**config.mk**
```make
export PLATFORM = sky130hd
export DESIGN_NAME = tlb_op_unit
export DESIGN_NICKNAME = d
export VERILOG_FILES = /design/src/rtl/tlb_op_unit.sv
export SDC_FILE = /design/constraint.sdc
export NUM_CORES = 2
export LEC_CHECK = 0
export ABC_AREA = 1
export CORE_MARGIN = 5
export CORE_UTILIZATION = 35
export CTS_CLUSTER_DIAMETER = 80
export DETAILED_ROUTE_END_ITERATION = 8
export PLACE_DENSITY = 0.53
export SLEW_MARGIN = 20
export SYNTH_ARGS = -nofsm -noshare
export SYNTH_HDL_FRONTEND = slang
export SYNTH_SLANG_ARGS = --single-unit
```
**constraint.sdc**
```tcl
create_clock -name clk -period 7.3 [get_ports clk]
set_clock_uncertainty 0.2 [all_clocks]
set_input_delay 1.46 -clock clk [delete_from_list [all_inputs] [get_ports clk]]
set_output_delay 1.46 -clock clk [all_outputs]
set_load 0.05 [all_outputs]
```
**src/rtl/tlb_op_unit.sv**
```systemverilog
// tlb_op_unit: multi-cycle TLB maintenance engine (TLBP/TLBR/TLBWI/TLBWR) owning the entry array and Random
module tlb_op_unit #(
  parameter int TLB_ENTRIES = 16,
  parameter int TLB_INDEX = 4
) (
  input  logic clk,
  input  logic resetn,
  input  logic req_valid,
  output logic req_ready,
  input  logic [1:0] req_op,
  input  logic [31:0] entryhi,
  input  logic [31:0] entrylo0,
  input  logic [31:0] entrylo1,
  input  logic [31:0] index,
  input  logic [TLB_INDEX-1:0] wired,
  input  logic wired_we,
  output logic [TLB_INDEX-1:0] random,
  output logic resp_valid,
  output logic [31:0] resp_index,
  output logic [31:0] resp_entryhi,
  output logic [31:0] resp_entrylo0,
  output logic [31:0] resp_entrylo1
);
  typedef enum logic [2:0] {IDLE, PROBE, READ, WRITE, RESP} state_t;
  localparam logic [TLB_INDEX-1:0] MAX = TLB_INDEX'(TLB_ENTRIES - 1);
  state_t state;
  logic [18:0] e_vpn2 [TLB_ENTRIES];
  logic [7:0] e_asid [TLB_ENTRIES];
  logic e_g [TLB_ENTRIES];
  logic [24:0] e_lo0 [TLB_ENTRIES];
  logic [24:0] e_lo1 [TLB_ENTRIES];
  logic [TLB_INDEX-1:0] ptr, tgt;
  logic [18:0] l_vpn2;
  logic [7:0] l_asid;
  logic [25:0] l_lo0, l_lo1;
  logic hit;
  logic unused;
  assign unused = ^{entryhi[12:8], entrylo0[31:26], entrylo1[31:26], index[31:TLB_INDEX]};
  assign req_ready = state == IDLE;
  // V is deliberately ignored when probing
  assign hit = e_vpn2[ptr] == l_vpn2 && (e_g[ptr] || e_asid[ptr] == l_asid);
  always_ff @(posedge clk) begin
    if (!resetn) begin
      state <= IDLE;
      ptr <= '0;
      tgt <= '0;
      l_vpn2 <= '0;
      l_asid <= '0;
      l_lo0 <= '0;
      l_lo1 <= '0;
      random <= MAX;
      resp_valid <= 1'b0;
      resp_index <= '0;
      resp_entryhi <= '0;
      resp_entrylo0 <= '0;
      resp_entrylo1 <= '0;
      for (int i = 0; i < TLB_ENTRIES; i++) begin
        e_vpn2[i] <= '0;
        e_asid[i] <= '0;
        e_g[i] <= 1'b0;
        e_lo0[i] <= '0;
        e_lo1[i] <= '0;
      end
    end else begin
      random <= (wired_we || random == wired || random == '0) ? MAX : random - 1'b1;
      resp_valid <= 1'b0;
      case (state)
        IDLE: if (req_valid) begin
          l_vpn2 <= entryhi[31:13];
          l_asid <= entryhi[7:0];
          l_lo0 <= entrylo0[25:0];
          l_lo1 <= entrylo1[25:0];
          tgt <= req_op == 2'b11 ? random : index[TLB_INDEX-1:0];
          ptr <= '0;
          state <= req_op == 2'b00 ? PROBE : req_op == 2'b01 ? READ : WRITE;
        end
        PROBE: if (hit || ptr == MAX) begin
          resp_index <= hit ? 32'(ptr) : 32'h8000_0000;
          resp_valid <= 1'b1;
          state <= RESP;
        end else ptr <= ptr + 1'b1;
        READ: begin
          resp_entryhi <= {e_vpn2[tgt], 5'b0, e_asid[tgt]};
          resp_entrylo0 <= {6'b0, e_lo0[tgt], e_g[tgt]};
          resp_entrylo1 <= {6'b0, e_lo1[tgt], e_g[tgt]};
          resp_valid <= 1'b1;
          state <= RESP;
        end
        WRITE: begin
          e_vpn2[tgt] <= l_vpn2;
          e_asid[tgt] <= l_asid;
          e_g[tgt] <= l_lo0[0] & l_lo1[0];
          e_lo0[tgt] <= l_lo0[25:1];
          e_lo1[tgt] <= l_lo1[25:1];
          resp_valid <= 1'b1;
          state <= RESP;
        end
        default: state <= IDLE;
      endcase
    end
  end
endmodule

```
# After elaboration in Yosys (flattened, before gate mapping)
# Memory sizes are Yosys's and may differ from the RTL's. A register that Yosys moved wholly into a read port is not among the register bits.
# Cells that the tools add are included.
[totals]
ramBits = 1248
wordCells = 96
input_bits = 138
ff_bits = 179
out_inout_bits = 134
memories = 5
[op_classes]
n_bitwise = 2
n_addsub = 2
n_reduce_logical = 24
eq_ne = 12
muxes = 39
[mem_list]
columns = ["name", "words", "width", "read_ports", "rd_clocked_by_memory_dff", "wr", "line_no", "rtl"]
rows = [
  ["e_lo0", 16, 25, 1, 1, 16, "30", "logic [24:0] e_lo0 [TLB_ENTRIES];"],
  ["e_lo1", 16, 25, 1, 1, 16, "31", "logic [24:0] e_lo1 [TLB_ENTRIES];"],
  ["e_vpn2", 16, 19, 2, 2, 16, "27", "logic [18:0] e_vpn2 [TLB_ENTRIES];"],
  ["e_asid", 16, 8, 2, 2, 16, "28", "logic [7:0] e_asid [TLB_ENTRIES];"],
  ["e_g", 16, 1, 2, 2, 16, "29", "logic e_g [TLB_ENTRIES];"],
]
[ops]
columns = ["op", "n"]
rows = [
  ["two-way mux 4 bit", 16],
  ["two-way mux 25 bit", 2],
  ["OR reduction 25 bit", 2],
  ["two-way mux 32 bit", 1],
  ["== test 19 bit", 1],
  ["two-way mux 19 bit", 1],
  ["OR reduction 19 bit", 1],
  ["two-way mux 1 bit", 12],
  ["one-hot mux 3 bit (3 select lines)", 1],
  ["== test 8 bit", 1],
  ["two-way mux 8 bit", 1],
  ["one-hot mux 4 bit (2 select lines)", 1],
  ["OR reduction 8 bit", 1],
  ["== test 3 x 2 -> 1 bit (second input constant)", 2],
  ["two-way mux 3 bit", 2],
  ["!= test 2 bit (second input constant)", 3],
  ["AND reduction 2 bit", 3],
  ["adder 4 x 1 -> 4 bit (second input constant)", 1],
  ["== test 4 bit", 1],
  ["== test 4 bit (second input constant)", 1],
  ["zero test 1 bit", 4],
  ["zero test 4 bit", 1],
  ["logical OR 1 bit", 4],
  ["OR reduction 2 bit", 2],
  ["other kinds (14)", 14],
]

# Logic depth before layout (Yosys ltp)
[depth]
word_depth = 8
mapped_depth = 22
ltp_nobuf = 20

# Worst setup path before layout
# OpenSTA, ideal clock, no wires.
[synth_path]
kind = "input to register"
start = "input resetn"
end = "memory e_asid[4][0], enable pin"
path_buffers = 2
path_stages = 6
setup_ns = 0.437
setup_slack_ns = 2.475
required_ns = 6.663
t_arrival_ns = 4.188
cell_sequence = "inv_1 > nor3_1 > clkbuf_1 > nand3_1 > clkbuf_1 > nand2_1"
[synth_rtl]
columns = ["item", "line_no", "rtl"]
rows = [
  ["start, declared", "7", "input logic resetn,"],
  ["end, declared", "28", ""],
]

==> impl_metrics.toml <==
[run_status]
run_status = "finished, final reports clean"

[cts]
cts-resized-gates = 0
clk_latency_ns = 0.81
clk_pin_slew_ns = 0.06
h-tree-depth = 4
cts_tree = "done"
post-cts-setup-buffers = 0
cts_root_buf = "clkbuf_16"
cts_buffer_depth = 3
cts-hold-fix-buffers = 0
cts-buffers-inserted = 158
clock-sinks = 1434

[detailed_routing]
route.detailed.drc = 0
routed_wl_mm = 228
drt.antenna.violating_nets = 0
routed_via_density = 5.66
vias = 49500
drt_iter0_markers = 5438
drt_pass1_iterations = 6
post_drt_wl_per_cell_um = 26.1

[job]
cap_violations = 0

[cells_and_area]
fin_nets = 6369
layout-drive-gt1-share_pct = 6.31
syn2layout_area_growth_pct = 13.9
multi_input_area_um2 = 19600
fin_area_um2 = 72700
regArea_um2 = 41100
nFillCells = 17600
final_cells = 8736
diodes = 0

[worst_setup_path]
crit_fanout = 94
crit_path_end_kind = "flip-flop"
critPathRequiredTime_ns = 7.83
arrival_ns = 5.92
crit_type = "flip-flop to flip-flop"
critPathLaunchType = "flip-flop"

[yosys]
postSynthAreaPerCell_um2 = 10.1
synth_warnings = 0
synth-async-reset-ratio_pct = 0
synth_edf_count = 1232
synthFlopType = "edfxtp_1"
ys_ff_latch = 1434
yosysSeqAreaShare_pct = 64.3
synth_cells = 6334
syn_area_um2 = 63800
synth_cell_types = 39

[pwr]
pwr_density_cell_nw_per_um2 = 276
peakVddDrop_uv = 185
leakage_uw = 0.0253

[timing]
whs_ns = 0.245
slew_headroom_pct = 24.1
clock.fmax_mhz = 185
rsz0062_at_grt = "no"
setup_viol = 0
post-route-period-util_pct = 73.9
drv_slew = 0
min_period_ns = 5.40
worst_pin_slew_ns = 1.14
finalSetupTns_ns = 0
hold_viol = 0

[place]
place.gp.congestion = 0.802
port-buffer-count = 182
dp.cells = 8438
detailed_place_hpwl_mm = 114
dpl_cell_area_um2 = 67600

[grt]
antenna_found_initial = 2
grt_pass1_vias = 48100
grt_pass1_wl_mm = 330
grt_start_max_net_pins = 179
grt_remaining_overflow = 0
grt_usage_pct = 23.2

[hold_path]
hp-class = "flip-flop to flip-flop"

[floorplanning]
coreArea_um2 = 181000
initial_utilization_pct = 35.2
die_h_um = 437
die_x_um = 437
die_area_um2 = 191000
io_pins = 272
rows = 156
path summary, 6_finish.rpt:
path | start | endpoint | slack, ns | cells past startpoint
worst min register to register | random[0] | random[0] | 0.25 | 1
worst min-delay path | random[0] | random[0] | 0.25 | 1
worst max-delay path | tgt[1] | resp_entrylo1[12] | 1.90 | 8
worst max register to register | tgt[1] | resp_entrylo1[12] | 1.90 | 8
logic make-up after synthesis:
group                    synth area share, %
other                                0.00587
AND/OR/NAND/NOR                         18.6
XOR/XNOR                              0.0686
flip-flops                              64.3
adder cells (fa/ha/maj)               0.0392
AO/OA/AOI/OAI                           11.1
buffers and inverters                   5.91
layout by cell type, fill, tap and decap left out, types with 166 or more instances in the layout:
cell / n
nor2_1: 1317
nand3_1: 700
a21oi_1: 195
o211ai_1: 166
o21ai_0: 216
inv_1: 229
edfxtp_1: 1232
dfxtp_1: 197
clkdlybuf4s50_1: 181
nand2_1: 830
a22oi_1: 308
critical path, stage by stage (launching register included):
cell,delay (ns)
dfxtp_4,1.01
nand2_4,0.68
inv_8,0.84
buf_4,0.66
buf_4,0.94
nand2_1,0.10
a31oi_1,0.28
a211oi_1,0.19
a21oi_1,0.22
synth_stat cells (26+ instances only):
| master | n | area (um^2) |
|---|---|---|
| o21ai_0 | 216 | 1080 |
| a211oi_1 | 26 | 195 |
| inv_1 | 230 | 863 |
| edfxtp_1 | 1232 | 37000 |
| dfxtp_1 | 202 | 4040 |
| nand2_1 | 853 | 3200 |
| buf_2 | 62 | 310 |
| a21oi_1 | 195 | 976 |
| buf_4 | 54 | 405 |
| nor2_1 | 1323 | 4970 |
| a41oi_1 | 55 | 482 |
| o211ai_1 | 166 | 1250 |
| nand3_1 | 712 | 3560 |
| clkbuf_1 | 427 | 1600 |
| clkinv_1 | 79 | 297 |
| buf_1 | 44 | 165 |
| o221ai_1 | 34 | 298 |
| a22oi_1 | 308 | 2310 |
flip-flops by register name, summed over array words and instances (netlist names), 3 cells and up, named ones only:
| name | cells |
|---|---|
| resp_entrylo0 | 25 |
| e_g | 16 |
| l_asid | 8 |
| e_lo0 | 400 |
| e_vpn2 | 304 |
| ptr | 4 |
| resp_index | 5 |
| state | 3 |
| e_lo1 | 400 |
| resp_entrylo1 | 26 |
| random | 4 |
| tgt | 4 |
| l_lo0 | 26 |
| resp_entryhi | 27 |
| l_lo1 | 26 |
| e_asid | 128 |
| l_vpn2 | 19 |
layer usage:
layer  share of wire (%)  GRT usage [%]  vias up
met5                   0              0        -
met4                 3.9           8.59        0
li1                    -              -    21900
met1                  41           30.8    24700
met2                  47           38.3     2417
met3                 8.2           3.62      471
metrics by stage:
stage / total power [uW] / utilization [%] / setup slack (ns)
after floorplan: 11300 / - / 2.47
after global placement: 12400 / 37.3 / 1.47
after detailed placement: 12400 / 37.3 / 1.45
after CTS: 20100 / 40.1 / 2.05
after global routing: 20700 / 40.1 / 1.82
final: 20100 / 40.1 / 1.90
power breakdown:
part | total (uW) | internal, uW | switching [uW]
registers | 9380 | 9200 | 176
clock network | 7830 | 4380 | 3450
logic | 2860 | 681 | 2180
total | 20100 | 14300 | 5810
final cells by class:
class / instances / share of cell area, %
tap: 2370 / 4.08
inverter: 314 / 1.65
multi-input combinational: 4032 / 26.9
sequential: 1434 / 56.5
clock inverter: 68 / 0.819
timing repair buffer: 289 / 3.95
clock buffer: 229 / 6.11
No activity file was read; power rests on OpenSTA's default activity.
